<file path="config.mk">
export PLATFORM = sky130hd
export DESIGN_NAME = ball_physics
export DESIGN_NICKNAME = d
export VERILOG_FILES = /design/src/rtl/brick_breaker_pkg.sv /design/src/rtl/ball_physics_rect_overlap.sv /design/src/rtl/ball_physics.sv
export SDC_FILE = /design/constraint.sdc
export NUM_CORES = 1
export LEC_CHECK = 0
export ABC_AREA = 1
export CORE_AREA = 2 2 123 101
export DETAILED_ROUTE_END_ITERATION = 10
export DIE_AREA = 0 0 125 103
export PLACE_DENSITY = 0.61
export SLEW_MARGIN = 20
export SYNTH_ARGS = -nofsm -noshare
export SYNTH_HDL_FRONTEND = slang
export SYNTH_SLANG_ARGS = --single-unit
</file>
<file path="constraint.sdc">
create_clock -name clk -period 5.52 [get_ports clk]
set_clock_uncertainty 0.15 [all_clocks]
set_input_delay 0.828 -clock clk [delete_from_list [all_inputs] [get_ports clk]]
set_output_delay 0.828 -clock clk [all_outputs]
set_load 0.01 [all_outputs]
</file>
<file path="src/rtl/brick_breaker_pkg.sv">
// Shared constants, FSM state type and brick geometry helper
// for the Brick-Breaker game-state engine.
package brick_breaker_pkg;

    localparam int BALL_SIZE   = 20;
    localparam int PADDLE_W    = 74;
    localparam int PADDLE_Y    = 458;
    localparam int BRICK_W     = 57;
    localparam int BRICK_H     = 19;
    localparam int WALL_L      = 134;
    localparam int WALL_R      = 505;
    localparam int FLOOR_Y     = 479;
    localparam int BRICK_Y     = 40;
    localparam int BRICK_X0    = 144;
    localparam int BRICK_PITCH = 60;
    localparam int NUM_BRICKS  = 6;

    typedef enum logic [2:0] {
        S_IDLE,
        S_WAIT,
        S_MOVE,
        S_CHK,
        S_COMMIT,
        S_LOST,
        S_WON
    } state_t;

    function automatic logic [9:0] brick_x(input logic [2:0] idx);
        return 10'(BRICK_X0 + BRICK_PITCH * int'(idx));
    endfunction

endpackage

</file>
<file path="src/rtl/ball_physics_rect_overlap.sv">
// Combinational overlap test of two axis-aligned boxes,
// each box covering the half-open ranges [x, x+w) and [y, y+h).
module rect_overlap (
    input  logic [9:0] ax_i,
    input  logic [9:0] ay_i,
    input  logic [9:0] aw_i,
    input  logic [9:0] ah_i,
    input  logic [9:0] bx_i,
    input  logic [9:0] by_i,
    input  logic [9:0] bw_i,
    input  logic [9:0] bh_i,
    output logic       hit_o
);

    assign hit_o = (ax_i < bx_i + bw_i) && (bx_i < ax_i + aw_i) &&
                   (ay_i < by_i + bh_i) && (by_i < ay_i + ah_i);

endmodule

</file>
<file path="src/rtl/ball_physics.sv">
// Per-frame Brick-Breaker engine: moves the ball, resolves walls,
// paddle and bricks over a fixed 8-cycle sequence after each tick.
module ball_physics
    import brick_breaker_pkg::*;
#(
    parameter int STEP    = 2,
    parameter int BALL_X0 = 300,
    parameter int BALL_Y0 = 300
) (
    input  logic       clk,
    input  logic       rst,
    input  logic       start,
    input  logic       frame_tick,
    input  logic [8:0] paddle_x,
    output logic [8:0] ball_x,
    output logic [8:0] ball_y,
    output logic [5:0] bricks_exist,
    output logic       lose,
    output logic       win
);

    localparam logic [9:0] STEP_W  = 10'(STEP);
    localparam logic [9:0] SZ      = 10'(BALL_SIZE);
    localparam logic [9:0] L_LIM   = 10'(WALL_L + STEP);
    localparam logic [9:0] L_POS   = 10'(WALL_L);
    localparam logic [9:0] R_POS   = 10'(WALL_R - BALL_SIZE);
    localparam logic [9:0] PAD_TOP = 10'(PADDLE_Y);
    localparam logic [9:0] PAD_RET = 10'(PADDLE_Y - BALL_SIZE);
    localparam logic [9:0] FLOOR   = 10'(FLOOR_Y);
    localparam logic [2:0] LAST    = 3'(NUM_BRICKS - 1);

    state_t      state_q, state_d;
    logic [8:0]  x_q, x_d, y_q, y_d;
    logic [9:0]  nx_q, nx_d, ny_q, ny_d;
    logic        dx_q, dx_d, dy_q, dy_d;
    logic        lp_q, lp_d, hit_q, hit_d;
    logic [2:0]  idx_q, idx_d;
    logic [5:0]  br_q, br_d, nbr_q, nbr_d;
    logic        lose_q, lose_d, win_q, win_d;

    logic [9:0]  xe, ye, wx, ny0, mv_ny;
    logic        wdx, mv_dy, mv_lose;
    logic        pad_hit, brk_hit;

    // dx=1 means moving right, dy=1 means moving down
    always_comb begin
        xe  = {1'b0, x_q};
        ye  = {1'b0, y_q};
        wx  = dx_q ? xe + STEP_W : xe - STEP_W;
        ny0 = dy_q ? ye + STEP_W : ye - STEP_W;
        wdx = dx_q;
        if (!dx_q && xe < L_LIM) begin
            wx  = L_POS;
            wdx = 1'b1;
        end
        if (dx_q && xe + STEP_W > R_POS) begin
            wx  = R_POS;
            wdx = 1'b0;
        end
    end

    rect_overlap u_pad (
        .ax_i (wx),
        .ay_i (ny0),
        .aw_i (SZ),
        .ah_i (SZ),
        .bx_i ({1'b0, paddle_x}),
        .by_i (PAD_TOP),
        .bw_i (10'(PADDLE_W)),
        .bh_i (SZ),
        .hit_o(pad_hit)
    );

    always_comb begin
        mv_ny = ny0;
        mv_dy = dy_q;
        if (!dy_q && ye < STEP_W) begin
            mv_ny = '0;
            mv_dy = 1'b1;
        end
        if (dy_q && pad_hit && ye + SZ <= PAD_TOP) begin
            mv_ny = PAD_RET;
            mv_dy = 1'b0;
        end
        mv_lose = (mv_ny + SZ > FLOOR);
    end

    rect_overlap u_brick (
        .ax_i (nx_q),
        .ay_i (ny_q),
        .aw_i (SZ),
        .ah_i (SZ),
        .bx_i (brick_x(idx_q)),
        .by_i (10'(BRICK_Y)),
        .bw_i (10'(BRICK_W)),
        .bh_i (10'(BRICK_H)),
        .hit_o(brk_hit)
    );

    always_comb begin
        state_d = state_q;
        x_d     = x_q;
        y_d     = y_q;
        nx_d    = nx_q;
        ny_d    = ny_q;
        dx_d    = dx_q;
        dy_d    = dy_q;
        lp_d    = lp_q;
        hit_d   = hit_q;
        idx_d   = idx_q;
        br_d    = br_q;
        nbr_d   = nbr_q;
        lose_d  = lose_q;
        win_d   = win_q;
        unique case (state_q)
            S_IDLE: if (start) state_d = S_WAIT;
            S_WAIT: if (frame_tick) state_d = S_MOVE;
            S_MOVE: begin
                nx_d    = wx;
                ny_d    = mv_ny;
                dx_d    = wdx;
                dy_d    = mv_dy;
                lp_d    = mv_lose;
                hit_d   = 1'b0;
                idx_d   = '0;
                nbr_d   = br_q;
                state_d = S_CHK;
            end
            S_CHK: begin
                // Index keeps stepping after a hit so latency is fixed
                if (!hit_q && nbr_q[idx_q] && brk_hit) begin
                    nbr_d[idx_q] = 1'b0;
                    dy_d         = ~dy_q;
                    hit_d        = 1'b1;
                end
                if (idx_q == LAST) state_d = S_COMMIT;
                else               idx_d   = idx_q + 3'd1;
            end
            S_COMMIT: begin
                x_d  = nx_q[8:0];
                y_d  = ny_q[8:0];
                br_d = nbr_q;
                if (lp_q) begin
                    lose_d  = 1'b1;
                    state_d = S_LOST;
                end else if (nbr_q == '0) begin
                    win_d   = 1'b1;
                    state_d = S_WON;
                end else begin
                    state_d = S_WAIT;
                end
            end
            S_LOST, S_WON: state_d = state_q;
            default: state_d = S_IDLE;
        endcase
        if (!start && state_q != S_LOST && state_q != S_WON) begin
            state_d = S_IDLE;
            x_d     = 9'(BALL_X0);
            y_d     = 9'(BALL_Y0);
            dx_d    = 1'b1;
            dy_d    = 1'b0;
        end
    end

    always_ff @(posedge clk) begin
        if (rst) state_q <= S_IDLE;
        else     state_q <= state_d;
    end

    always_ff @(posedge clk) begin
        if (rst) begin
            x_q    <= 9'(BALL_X0);
            y_q    <= 9'(BALL_Y0);
            nx_q   <= '0;
            ny_q   <= '0;
            dx_q   <= 1'b1;
            dy_q   <= 1'b0;
            lp_q   <= 1'b0;
            hit_q  <= 1'b0;
            idx_q  <= '0;
            br_q   <= '1;
            nbr_q  <= '1;
            lose_q <= 1'b0;
            win_q  <= 1'b0;
        end else begin
            x_q    <= x_d;
            y_q    <= y_d;
            nx_q   <= nx_d;
            ny_q   <= ny_d;
            dx_q   <= dx_d;
            dy_q   <= dy_d;
            lp_q   <= lp_d;
            hit_q  <= hit_d;
            idx_q  <= idx_d;
            br_q   <= br_d;
            nbr_q  <= nbr_d;
            lose_q <= lose_d;
            win_q  <= win_d;
        end
    end

    assign ball_x       = x_q;
    assign ball_y       = y_q;
    assign bricks_exist = br_q;
    assign lose         = lose_q;
    assign win          = win_q;

endmodule

</file>
# Yosys cells after proc, flatten, opt, wreduce, memory -nomap -nowiden
# Cells that the tools add are included.
# totals
register_bits	62
in_bits	13
out_inout_bits	26
word_cells	125
# classes
order_cmp	15
n_reduce_logical	33
mul	1
bitwise	5
mux	28
addsub	14
n_eq_ne	15
# op_table
cell	n
$mux 10	6
$add 10x5->10 const B	5
$lt 10x10->1	3
$add 9x2->10 const B	2
$gt 10x9->1 const B	2
$sub 9x2->10 const B	2
$mux 3	6
$pmux 3 s6	1
$logic_and 1x1->1	16
$eq 3x3->1 const B	4
$pmux 6 s2	1
$add 10x6->10 const B	1
$add 8x9->10 const A	1
$add 9x5->10 const B	1
$add 9x7->10 const B	1
$le 10x9->1 const B	1
$lt 10x6->1 const B	1
$lt 10x9->1 const B	1
$lt 6x10->1 const A	1
$lt 9x10->1	1
$lt 9x10->1 const A	1
$ne 2x2->1 const B	5
$lt 9x2->1 const B	1
$lt 9x8->1 const B	1
24 further kinds	46

# Longest topological paths before layout
# Gate-level depths: netlist of run 1.
# logic_depth
depth_word	14
mapped_depth	31
ltp_nobuf	31

# Modules after synthesis
# From an unflattened synthesis of run 1, not the netlist that was laid out.
# hier_totals
cells_unflattened	1452
hier_area_um2	9135.0
# by_module_without_submodules
mod	area_each_um2	n_inst	cells_per_inst	seq_area_each_um2
ball_physics	3748.6	1	548	1241.2
rect_overlap (u_pad)	2708.8	1	457	0.0
rect_overlap (u_brick)	2677.6	1	447	0.0

# Worst setup path before layout of run 1
# No wires, ideal clock.
# synth_path
path_type	register -> register
startpoint	register idx_q[1]
endpoint	register nbr_q[2]
setup_ps	79
path_stages_with_launch	20
arrival_time_ps	3955
setup_slack_ps	1337
period_less_slack_ps	4183
n_path_buf	1
required_time_ps	5291
path_cell_list	dfxtp_1 fa_1 ha_1 fa_1 xor2_1 nand3_1 or2_2 a21oi_1 xnor2_1 ha_1 nand2_1 nor2_1 nand3b_1 o2111ai_1 nor3_1 nand4_1 nand2_1 clkbuf_1 o211ai_1 o211ai_1
# synth_between
elab_chain_len	10
elab_cells_between_ends	23
cone_classes	2 x add/sub; 1 x mul; 4 x order compare; 1 x eq/ne; 6 x mux; 2 x bitwise; 7 x reduce/logical
# synth_rtl
element	line	text
start: declaration	ball_physics.sv:37	logic [2:0] idx_q, idx_d;
start signal: assignment	ball_physics.sv:194	idx_q <= idx_d;
$mul 4x3->7	brick_breaker_pkg.sv:29	return 10'(BRICK_X0 + BRICK_PITCH * int'(idx));
$add 8x9->10	brick_breaker_pkg.sv:29	
$add 10x6->10	ball_physics_rect_overlap.sv:15	assign hit_o = (ax_i < bx_i + bw_i) && (bx_i < ax_i + aw_i) &&
$lt 10x10->1	ball_physics_rect_overlap.sv:15	
$logic_and 1x1->1 (2 in a row)	ball_physics_rect_overlap.sv:15	
$logic_and 1x1->1	ball_physics_rect_overlap.sv:16	(ay_i < by_i + bh_i) && (by_i < ay_i + ah_i);
$logic_and 1x1->1	ball_physics.sv:131	if (!hit_q && nbr_q[idx_q] && brk_hit) begin
$ne 2x2->1 (no line)	-	
$reduce_and 2->1 (no line)	-	
end signal: assignment	ball_physics.sv:196	nbr_q <= nbr_d;
end: declaration	ball_physics.sv:38	logic [5:0] br_q, br_d, nbr_q, nbr_d;
# Parallel ways exist; a longest one is shown, timed or not. The select of a mux whose other input is x is not followed.
# A chain may end at the register's enable or synchronous reset.

# Worst setup path after layout of run 1
# layout_path
startpoint	register idx_q[0]
endpoint	register nbr_q[0]
# The elaborated chain is that of the path after synthesis.

==> results of run 1 <==
-- cell usage after synthesis, types with 4 or more instances --
master | instances | area [sq um]
o211ai_1 | 24 | 180
o22ai_1 | 5 | 31.3
o21ai_0 | 52 | 260
clkbuf_1 | 12 | 45.0
xor2_1 | 20 | 175
nor2_1 | 61 | 229
a211oi_1 | 4 | 30.0
nand2_1 | 150 | 563
a31oi_1 | 6 | 37.5
a21o_1 | 4 | 30.0
nor3_1 | 4 | 20.0
ha_1 | 57 | 713
nand4_1 | 9 | 56.3
nor2_2 | 4 | 25.0
dfxtp_1 | 62 | 1240
nand3_1 | 47 | 235
xnor2_1 | 10 | 87.6
clkinv_1 | 5 | 18.8
a21oi_1 | 56 | 280
nand2_2 | 4 | 25.0
inv_1 | 93 | 349
-- worst register-to-register path, stage by stage (launching register included) --
cell and delay [ns]:
dfxtp_1 0.59, fa_1 0.54, ha_1 0.26, fa_1 0.40, xor2_1 0.30, nand3_1 0.13
or2_2 0.32, nand2_1 0.13, a31oi_1 0.11, ha_1 0.31, nand2_1 0.10, nor2_1 0.06
nand3b_1 0.07, o2111ai_1 0.13, nor3_1 0.20, nand4_1 0.13, nand2_1 0.33, inv_1 0.11
nand2_1 0.07, nand3_1 0.07
-- metal layers --
layer / routed length, um / part of all wire, %
met1: 6730 / 50
met2: 5960 / 45
met3: 568 / 4.2
met4: 118 / 0.88
met5: 0 / 0
-- cells by family (layout without fill, tap and decap cells) --
logic type               count (synthesis)  count (layout)
AND/OR/NAND/NOR                        293             293
adder cells (fa/ha/maj)                 60              60
other                                    1               1
flip-flops                              62              62
AO/OA/AOI/OAI                          174             174
XOR/XNOR                                32              32
buffers and inverters                  118             160
-- power by group --
group / switching [mW] / leakage (nW) / internal [mW]
Combinational: 0.0847 / 2.10 / 0.0555
Clock: 0.217 / 0.146 / 0.351
Sequential: 0.0140 / 0.502 / 0.460
Total: 0.316 / 2.75 / 0.866
-- state kept, by name, indices dropped and copies added, names as in the netlist, 3 cells and up --
register	count
ball_x	9
ball_y	9
bricks_exist	6
idx_q	3
nbr_q	6
nx_q	10
ny_q	10
state_q	3
-- final cells by class --
type                    instances  area [sq um]  area share [%]
clock inverters                 7          73.8            1.24
flip-flops and latches         62          1240            20.9
inverters                     103           394            6.64
repair buffers                 41           403            6.79
clock buffers                   9           225            3.79
well taps                     152           190            3.20
multi-input cells             560          3410            57.4
-- how the worst max path moves through the flow --
stage                     startpoint                    end  slack [ns]  depth (start not counted)
6_report       idx_q[0]$_SDFFE_PP0P_  nbr_q[0]$_SDFFE_PP1P_        0.87                         19
2_1_floorplan  idx_q[1]$_SDFFE_PP0P_  nbr_q[2]$_SDFFE_PP1P_        1.34                         19
3_5_place_dp   idx_q[0]$_SDFFE_PP0P_  nbr_q[0]$_SDFFE_PP1P_        0.90                         19
4_1_cts        idx_q[0]$_SDFFE_PP0P_  nbr_q[0]$_SDFFE_PP1P_        0.89                         19
5_1_grt        idx_q[0]$_SDFFE_PP0P_  nbr_q[3]$_SDFFE_PP1P_        0.39                         19
3_3_place_gp   idx_q[0]$_SDFFE_PP0P_  nbr_q[0]$_SDFFE_PP1P_        1.04                         19
==> metrics.md, run 1 <==
| Metric | Value |
|---|---|
| Row Count | 36 |
| Tot GR Track Use | 21.1% |
| Die span in y | 103 um |
| Distinct cells, synth | 47 |
| Gr busiest metal | met2 |
| Max Cap Viol | 0 |
| Met3 Track Usage GR | 3.37% |
| Post-placement cell area | 5640 sq um |
| Pin count of the biggest net entering global routing | 34 |
| Post-CTS setup buffer count | 0 |
| Initial core utilization | 43.2% |
| DRC Markers | 0 |
| Reg-to-reg slack, setup | 0.87 ns |
| I/O Pins | 39 |
| Hold Crit Start | win$_SDFFE_PP0P_ |
| Vias in the first global route | 4656 |
| Routed Antenna Nets | 0 |
| Post-Synth XOR/XNOR Area | 5.79% |
| CTS tree | built |
| Chip Width | 125 um |
| Mux cell area share after synthesis | 0% |
| Setup ws final | 0.871 ns |
| EDFF count, synth | 0 |
| Fin Hold WS | 0.300 ns |
| Setup TNS | 0 ns |
| CTS Sinks | 62 |
| WHS Endpoint | win$_SDFFE_PP0P_ |
| Cells along the critical path | fa_1 > ha_1 > fa_1 > xor2_1 > nand3_1 > or2_2 > nand2_1 > a31oi_1 > ha_1 > nand2_1 > nor2_1 > nand3b_1 > o2111ai_1 > nor3_1 > nand4_1 > nand2_1 > inv_1 > nand2_1 > nand3_1 |
| Commonest non-fill, non-tap cell in the layout | nand2_1 |
| First-pass GRT wire length | 22400 um |
| Setup violations, final | 0 |
| Synth Area in Simple Gates | 25.2% |
| Placed insts | 918 |
| Hold Fails Final Rpt | 0 |
| Worst reg2reg startpoint | idx_q[0]$_SDFFE_PP0P_ |
| Die ar. | 12900 sq um |
| Final core utilization | 50.3% |
| WP buf/inv | 1 |
| Diodes inserted | 0 |
| Top cell by count, worst path | nand2_1 |
| Share of layout cells above drive strength 1 | 6.27% |
| DR vias | 4974 |
| Slowest CP cell | dfxtp_1 |
| RR Endpoint | nbr_q[0]$_SDFFE_PP1P_ |
| Status | complete, no violations |
| Yosys reg bits | 62 |
| Headroom to the max-slew limit | 30.6% |
| Global-route met1 utilization | 29.7% |
| Final cell count without fillers | 934 |
| Core area | 11800 sq um |
| Synthesized area per cell | 6.90 sq um |
| Startpoint type of the worst setup path | register |
| Crit Path Max Fanout | 13 |
| Area grow syn2layout | 16.3% |
| Final WL | 13400 um |
| Synthesis Warnings | 0 |
| Worst-path clk slew | 0.06 ns |
| Ratio of final minimum period to clock period | 84.2% |
| DP HPWL | 10300 um |
| Post-DR vias/cell | 5.33 |
| Commonest cells after routing, fill and taps aside | nand2_1 (150), inv_1 (93), dfxtp_1 (62) |
| Post-Syn Area | 5100 sq um |
| Adder-cell share of the synthesized area | 15.2% |
| GPL Wtd Cong | 0.906 |
| Synth Area in Compound Gates | 20.5% |
| GRT overflow | 0 |
| Crit Path Class | reg -> reg |
| Initial antenna violation count | 0 |
| Crit-path max cell delay | 0.59 ns |
| Num CTS Buffers | 9 |
| R2r worst-path depth | 19 |
| Crit path capture type | register |
| Longest Clk Path Bufs | 2 |
| CP delay by family, top | simple AND/OR/NAND/NOR gates |
| PostCTS Resize Cnt | 0 |
| Pwr dens | 199 nW/um^2 |
| Synth Flop Type | dfxtp_1 |
| Post-Layout Inst Area | 5940 sq um |
| M2 GR Usage | 34.6% |
| Worst Tran Pin Value | 1.04 ns |
| Hold path depth | 2 |
| RSZ-0062 raised after global routing | false |
| Nets | 850 |
| H-tree levels | 3 |
| Syn Inst Count | 740 |
| Total iterations of the first detailed-routing run | 5 |
| Worst EP arrival | 4.70 ns |
| Largest family of logic cells by synthesized area | simple AND/OR/NAND/NOR gates |
| Post-synth ARST share | 0% |
| Maximum vdd ir drop | 0.161 mV |
| P_leak | 2.75 nW |
| Syn nets | 813 |
| Worst endpoint required time | 5.57 ns |
| Filler cells | 1197 |
| WL/cell | 14.3 um |
| Port Buffer Count | 38 |
| Tot Pwr | 1.18 mW |
| Clock latency on the worst-skew pair | 0.33 ns |
| Initial DRC Count | 339 |
| # hold bufs at CTS | 0 |
| Hold crit path type | reg -> reg |
| Max Clk Rate | 215 MHz |
| Post-Place Setup Slack | 0.902 ns |
| Root Buffer Master | clkbuf_16 |
| Slew Viols, Final | 0 |
| Seq/Total Area, Yosys | 24.3% |
| Final min period | 4.65 ns |
No activity file was read; power rests on OpenSTA's default activity.
==> run 2, diff against run 1 <==
==> constraint.sdc (replaced) <==
create_clock -name clk -period 4.3 [get_ports clk]
set_clock_uncertainty 0.15 [all_clocks]
set_input_delay 0.645 -clock clk [delete_from_list [all_inputs] [get_ports clk]]
set_output_delay 0.645 -clock clk [all_outputs]
set_load 0.01 [all_outputs]
==> metrics.md, run 2 (synthesis results as in run 1) <==
| Metric | Value |
|---|---|
| Crit Path Class | reg -> reg |
| Hold Fails Final Rpt | 0 |
| RR Endpoint | nbr_q[0]$_SDFFE_PP1P_ |
| Status | complete, no violations |
| Row Count | 36 |
| GPL Wtd Cong | 0.881 |
| Final cell count without fillers | 945 |
| Chip Width | 125 um |
| Tot GR Track Use | 21.3% |
| Total iterations of the first detailed-routing run | 5 |
| Vias in the first global route | 4707 |
| Commonest non-fill, non-tap cell in the layout | nand2_1 |
| Num CTS Buffers | 9 |
| Hold Crit Start | win$_SDFFE_PP0P_ |
| DR vias | 5042 |
| Crit Path Max Fanout | 7 |
| Internal power | 1.12 mW |
| Pwr dens | 251 nW/um^2 |
| Register area | 1240 sq um |
| H-tree levels | 3 |
| P_leak | 2.80 nW |
| Headroom to the max-slew limit | 32.3% |
| Hold path depth | 2 |
| Area of the multi-input gates | 3470 sq um |
| Hold crit path type | reg -> reg |
| Commonest cells after routing, fill and taps aside | nand2_1 (148), inv_1 (93), nor2_1 (60), dfxtp_1 (60), a21oi_1 (56) |
| Combinational power share | 12.7% |
| Clock latency on the worst-skew pair | 0.33 ns |
| CP startpoint | idx_q[0]$_SDFFE_PP0P_ |
| Area grow syn2layout | 19.0% |
| GRT overflow | 0 |
| DP HPWL | 10400 um |
| Port Buffer Count | 38 |
| Ratio of final minimum period to clock period | 95.2% |
| Worst reg2reg startpoint | idx_q[0]$_SDFFE_PP0P_ |
| Post-Place Setup Slack | 0.0127 ns |
| Power share of the sequential group | 39.8% |
| Worst endpoint required time | 4.37 ns |
| Worst Tran Pin Value | 1.01 ns |
| WL/cell | 14.4 um |
| Biggest regs | nx_q x10, ny_q x10 |
| Worst EP arrival | 4.16 ns |
| Final WL | 13600 um |
| Sw Pwr | 407 uW |
| Sw frac | 26.7% |
| Placed insts | 926 |
| Filler cells | 1203 |
| Core area | 11800 sq um |
| Maximum vdd ir drop | 0.244 mV |
| Slew Viols, Final | 0 |
| Fin Hold WS | 0.301 ns |
| Clock network power share | 47.5% |
| CTS tree | built |
| Initial core utilization | 43.2% |
| Root Buffer Master | clkbuf_16 |
| Nets | 861 |
| Max Clk Rate | 244 MHz |
| Startpoint type of the worst setup path | register |
| Routed Antenna Nets | 0 |
| Longest Clk Path Bufs | 2 |
| Post-DR vias/cell | 5.34 |
| Diodes inserted | 0 |
| First-pass GRT wire length | 22500 um |
| Setup violations, final | 0 |
| Initial DRC Count | 277 |
| Worst-path clk slew | 0.06 ns |
| I/O Pins | 39 |
| Setup ws final | 0.207 ns |
| DRC Markers | 0 |
| WHS Endpoint | win$_SDFFE_PP0P_ |
| Die ar. | 12900 sq um |
| Crit path capture type | register |
| Share of layout cells above drive strength 1 | 9.08% |
| Max Cap Viol | 0 |
| CTS Sinks | 62 |
| Die span in y | 103 um |
| Pin count of the biggest net entering global routing | 34 |
| Reg-to-reg slack, setup | 0.21 ns |
| Initial antenna violation count | 0 |
| Final min period | 4.09 ns |
| R2r worst-path depth | 18 |
-- run 2: cell types whose count changed in the layout (fill, tap and decap cells not counted), moves of 2 or more --
cell | previous run | this run
nand2_1 | 150 | 148
ha_1 | 57 | 55
dfxtp_2 | 0 | 2
xor2_1 | 20 | 18
nand2_2 | 4 | 6
dfxtp_1 | 62 | 60
xor2_2 | 2 | 4
buf_4 | 3 | 13
-- run 2: worst max-delay path by stage --
| stage | endpoint | slack [ns] | depth (start not counted) |
|---|---|---|---|
| 2_1_floorplan | nbr_q[2]$_SDFFE_PP1P_ | 0.12 | 19 |
| 3_3_place_gp | dy_q$_SDFFE_PP0P_ | 0.12 | 19 |
| 3_5_place_dp | nbr_q[0]$_SDFFE_PP1P_ | 0.01 | 19 |
| 4_1_cts | nbr_q[0]$_SDFFE_PP1P_ | 0.11 | 19 |
| 5_1_grt | nbr_q[3]$_SDFFE_PP1P_ | -0.01 | 20 |
| 6_report | nbr_q[0]$_SDFFE_PP1P_ | 0.21 | 18 |
-- run 2: what timing repair did --
item | in CTS | in global routing
pin swaps | 0 | 6
resized for setup | 1 | 13
endpoints found under the setup margin | 2 | 12
hold buffers | 0 | 0
buffers inserted | 0 | 2
cloned | 0 | 1
-- run 2: routing by layer --
| layer | vias up | routed length [um] | global-route usage (%) |
|---|---|---|---|
| met3 | 12 | 607 | 4.41 |
| met4 | 0 | 93 | 3.25 |
| met1 | 2347 | 6660 | 28.8 |
| met5 | - | 0 | 0 |
| li1 | 2582 | - | - |
| met2 | 101 | 6260 | 36.2 |
-- run 2: through the flow --
stage                     TNS (ns)  power [mW]  instance area [sq um]  util [%]
final                            0        1.52                   6070      51.5
after floorplan                  0       0.743                   5100         -
after detailed placement         0       0.804                   5700      48.3
after global placement           0       0.799                   5700      48.3
after global routing       -0.0344        1.59                   6070      51.5
after CTS                        0        1.53                   6000      50.8
-- run 2: power groups by stage --
stage | clock network (mW) | logic [mW] | registers (mW)
finish | 0.724 | 0.193 | 0.606
global route | 0.764 | 0.220 | 0.607
CTS | 0.735 | 0.188 | 0.606
floorplan | 0 | 0.129 | 0.614
global placement | 0 | 0.182 | 0.617
detailed placement | 0 | 0.186 | 0.618
-- run 2: layout make-up --
type	count	area share, %
Sequential cell	62	20.5
Tap cell	152	3.13
Multi-Input combinational cell	561	57.1
Inverter	103	6.49
Timing Repair Buffer	51	7.87
Clock inverter	7	1.19
Clock buffer	9	3.71
-- run 2: worst max-delay path, stage by stage, from the launching register on --
cell and delay (ns):
dfxtp_1 0.32, fa_1 0.51, ha_2 0.22, fa_2 0.58, nand3_1 0.11, or2_2 0.32
nand2_1 0.12, a31oi_1 0.10, ha_1 0.34, nand2_2 0.10, nor2_1 0.05, nand3b_1 0.09
o2111ai_2 0.13, nor3_1 0.16, nand4_1 0.26, nand2_4 0.20, inv_1 0.07, nand2_1 0.05
nand3_1 0.07
==> run 3, diff against run 2 <==
--- a/config.mk
+++ b/config.mk
@@ -10,6 +10,7 @@
 export DETAILED_ROUTE_END_ITERATION = 10
 export DIE_AREA = 0 0 125 103
 export PLACE_DENSITY = 0.61
+export REMOVE_ABC_BUFFERS = 1
 export SLEW_MARGIN = 20
 export SYNTH_ARGS = -nofsm -noshare
 export SYNTH_HDL_FRONTEND = slang
==> metrics.md, run 3 (synthesis results as in run 1) <==
| Metric | Value |
|---|---|
| M2 GR Usage | 34.3% |
| Headroom to the max-slew limit | 30.5% |
| Chip Width | 125 um |
| I/O Pins | 39 |
| CTS Sinks | 62 |
| Status | complete, no violations |
| Hold path depth | 2 |
| DRC Markers | 0 |
| Tot GR Track Use | 21.4% |
| Vias in the first global route | 4830 |
| Root Buffer Master | clkbuf_16 |
| Pwr dens | 254 nW/um^2 |
| Die span in y | 103 um |
| Row Count | 36 |
| Slew Viols, Final | 0 |
| Worst Tran Pin Value | 1.04 ns |
| Maximum vdd ir drop | 0.227 mV |
| Total iterations of the first detailed-routing run | 5 |
| Initial antenna violation count | 0 |
| Ratio of final minimum period to clock period | 95.3% |
| Hold Fails Final Rpt | 0 |
| # hold bufs at CTS | 0 |
| Longest Clk Path Bufs | 2 |
| Nets | 862 |
| GRT overflow | 0 |
| Clock latency on the worst-skew pair | 0.33 ns |
| Post-DR vias/cell | 5.36 |
| Biggest regs | nx_q x10, ny_q x10 |
| Max Cap Viol | 0 |
| Die ar. | 12900 sq um |
| H-tree levels | 3 |
| Startpoint type of the worst setup path | register |
| Initial core utilization | 43.2% |
| Setup TNS | 0 ns |
| Post-Layout Inst Area | 6100 sq um |
| GPL Wtd Cong | 0.899 |
| Core area | 11800 sq um |
| Routed Antenna Nets | 0 |
| Worst endpoint required time | 4.37 ns |
| Met3 Track Usage GR | 3.17% |
| Setup violations, final | 0 |
| Global-route met1 utilization | 29.7% |
| Port Buffer Count | 38 |
| Area grow syn2layout | 19.4% |
| Crit Path Max Fanout | 13 |
| Gr busiest metal | met2 |
| Commonest cells after routing, fill and taps aside | nand2_1 (150), inv_1 (93), nor2_1 (60), dfxtp_1 (60), a21oi_1 (56) |
| Post-placement cell area | 5700 sq um |
| Worst EP arrival | 4.17 ns |
| CTS tree | built |
| Crit Path Class | reg -> reg |
| First-pass GRT wire length | 22600 um |
| Pin count of the biggest net entering global routing | 34 |
| Filler cells | 1166 |
| Hold crit path type | reg -> reg |
| Final min period | 4.10 ns |
| Crit path capture type | register |
| Share of layout cells above drive strength 1 | 8.69% |
| WL/cell | 14.4 um |
| DP HPWL | 10500 um |
| Worst-path clk slew | 0.06 ns |
| Final WL | 13600 um |
| P_leak | 2.80 nW |
| Diodes inserted | 0 |
| Num CTS Buffers | 9 |
| R2r worst-path depth | 21 |
| Initial DRC Count | 242 |
| DR vias | 5072 |
| Commonest non-fill, non-tap cell in the layout | nand2_1 |
| Max Clk Rate | 244 MHz |
[run 3: metal layers]
metal / routed length (um) / share of wire, %
met2: 6080 / 45
met4: 277 / 2.0
met5: 0 / 0
met1: 6810 / 50
met3: 461 / 3.4
[run 3: per-stage QoR]
step                      power, mW  setup WS, ns  util (%)  hold WS (ns)  cells
after global routing           1.61       -0.0848      51.7         0.333    946
after global placement        0.799         0.167      48.3         0.293    927
final                          1.55         0.201      51.7         0.313    946
after detailed placement      0.804        0.0473      48.3         0.297    927
after floorplan               0.739         0.149         -         0.290    725
after CTS                      1.55        0.0106      51.0         0.315    943
[run 3: path summary, 6_finish.rpt]
kind                              start               endpoint  slack [ns]
setup / recovery  idx_q[2]$_SDFFE_PP0P_  nbr_q[0]$_SDFFE_PP1P_        0.20
hold / removal         win$_SDFFE_PP0P_       win$_SDFFE_PP0P_        0.31
setup reg to reg  idx_q[2]$_SDFFE_PP0P_  nbr_q[0]$_SDFFE_PP1P_        0.20
hold reg to reg        win$_SDFFE_PP0P_       win$_SDFFE_PP0P_        0.31
[run 3: layout make-up]
type	count	area, sq um	share of cell area [%]
well taps	152	190	3.12
inverters	103	394	6.47
clock buffers	12	256	4.21
repair buffers	53	497	8.15
flip-flops and latches	62	1250	20.4
multi-input cells	560	3460	56.7
clock inverters	4	53.8	0.883
[run 3: repair_timing]
item,CTS,global route
setup buffers,0,3
resized for setup,0,13
setup endpoints to repair,0,14
[run 3: where the power goes]
| group | leakage [nW] | switching, mW | internal, mW |
|---|---|---|---|
| sequential | 0.502 | 0.0158 | 0.590 |
| combinational | 2.15 | 0.113 | 0.0775 |
| clock | 0.145 | 0.267 | 0.482 |
[run 3: worst max-delay path: stages (launching register included)]
cell and delay (ns):
dfxtp_1 0.32, fa_1 0.59, ha_2 0.21, fa_1 0.49
ha_4 0.21, xnor2_2 0.16, inv_1 0.09, nand2_1 0.07
o31ai_1 0.11, a31oi_1 0.20, ha_1 0.28, nand2_1 0.11
nor2_1 0.06, nand3b_1 0.07, o2111ai_1 0.14, nor3_2 0.15
nand4_1 0.12, nand2_1 0.09, buf_6 0.15, inv_1 0.07
nand2_1 0.05, nand3_1 0.07
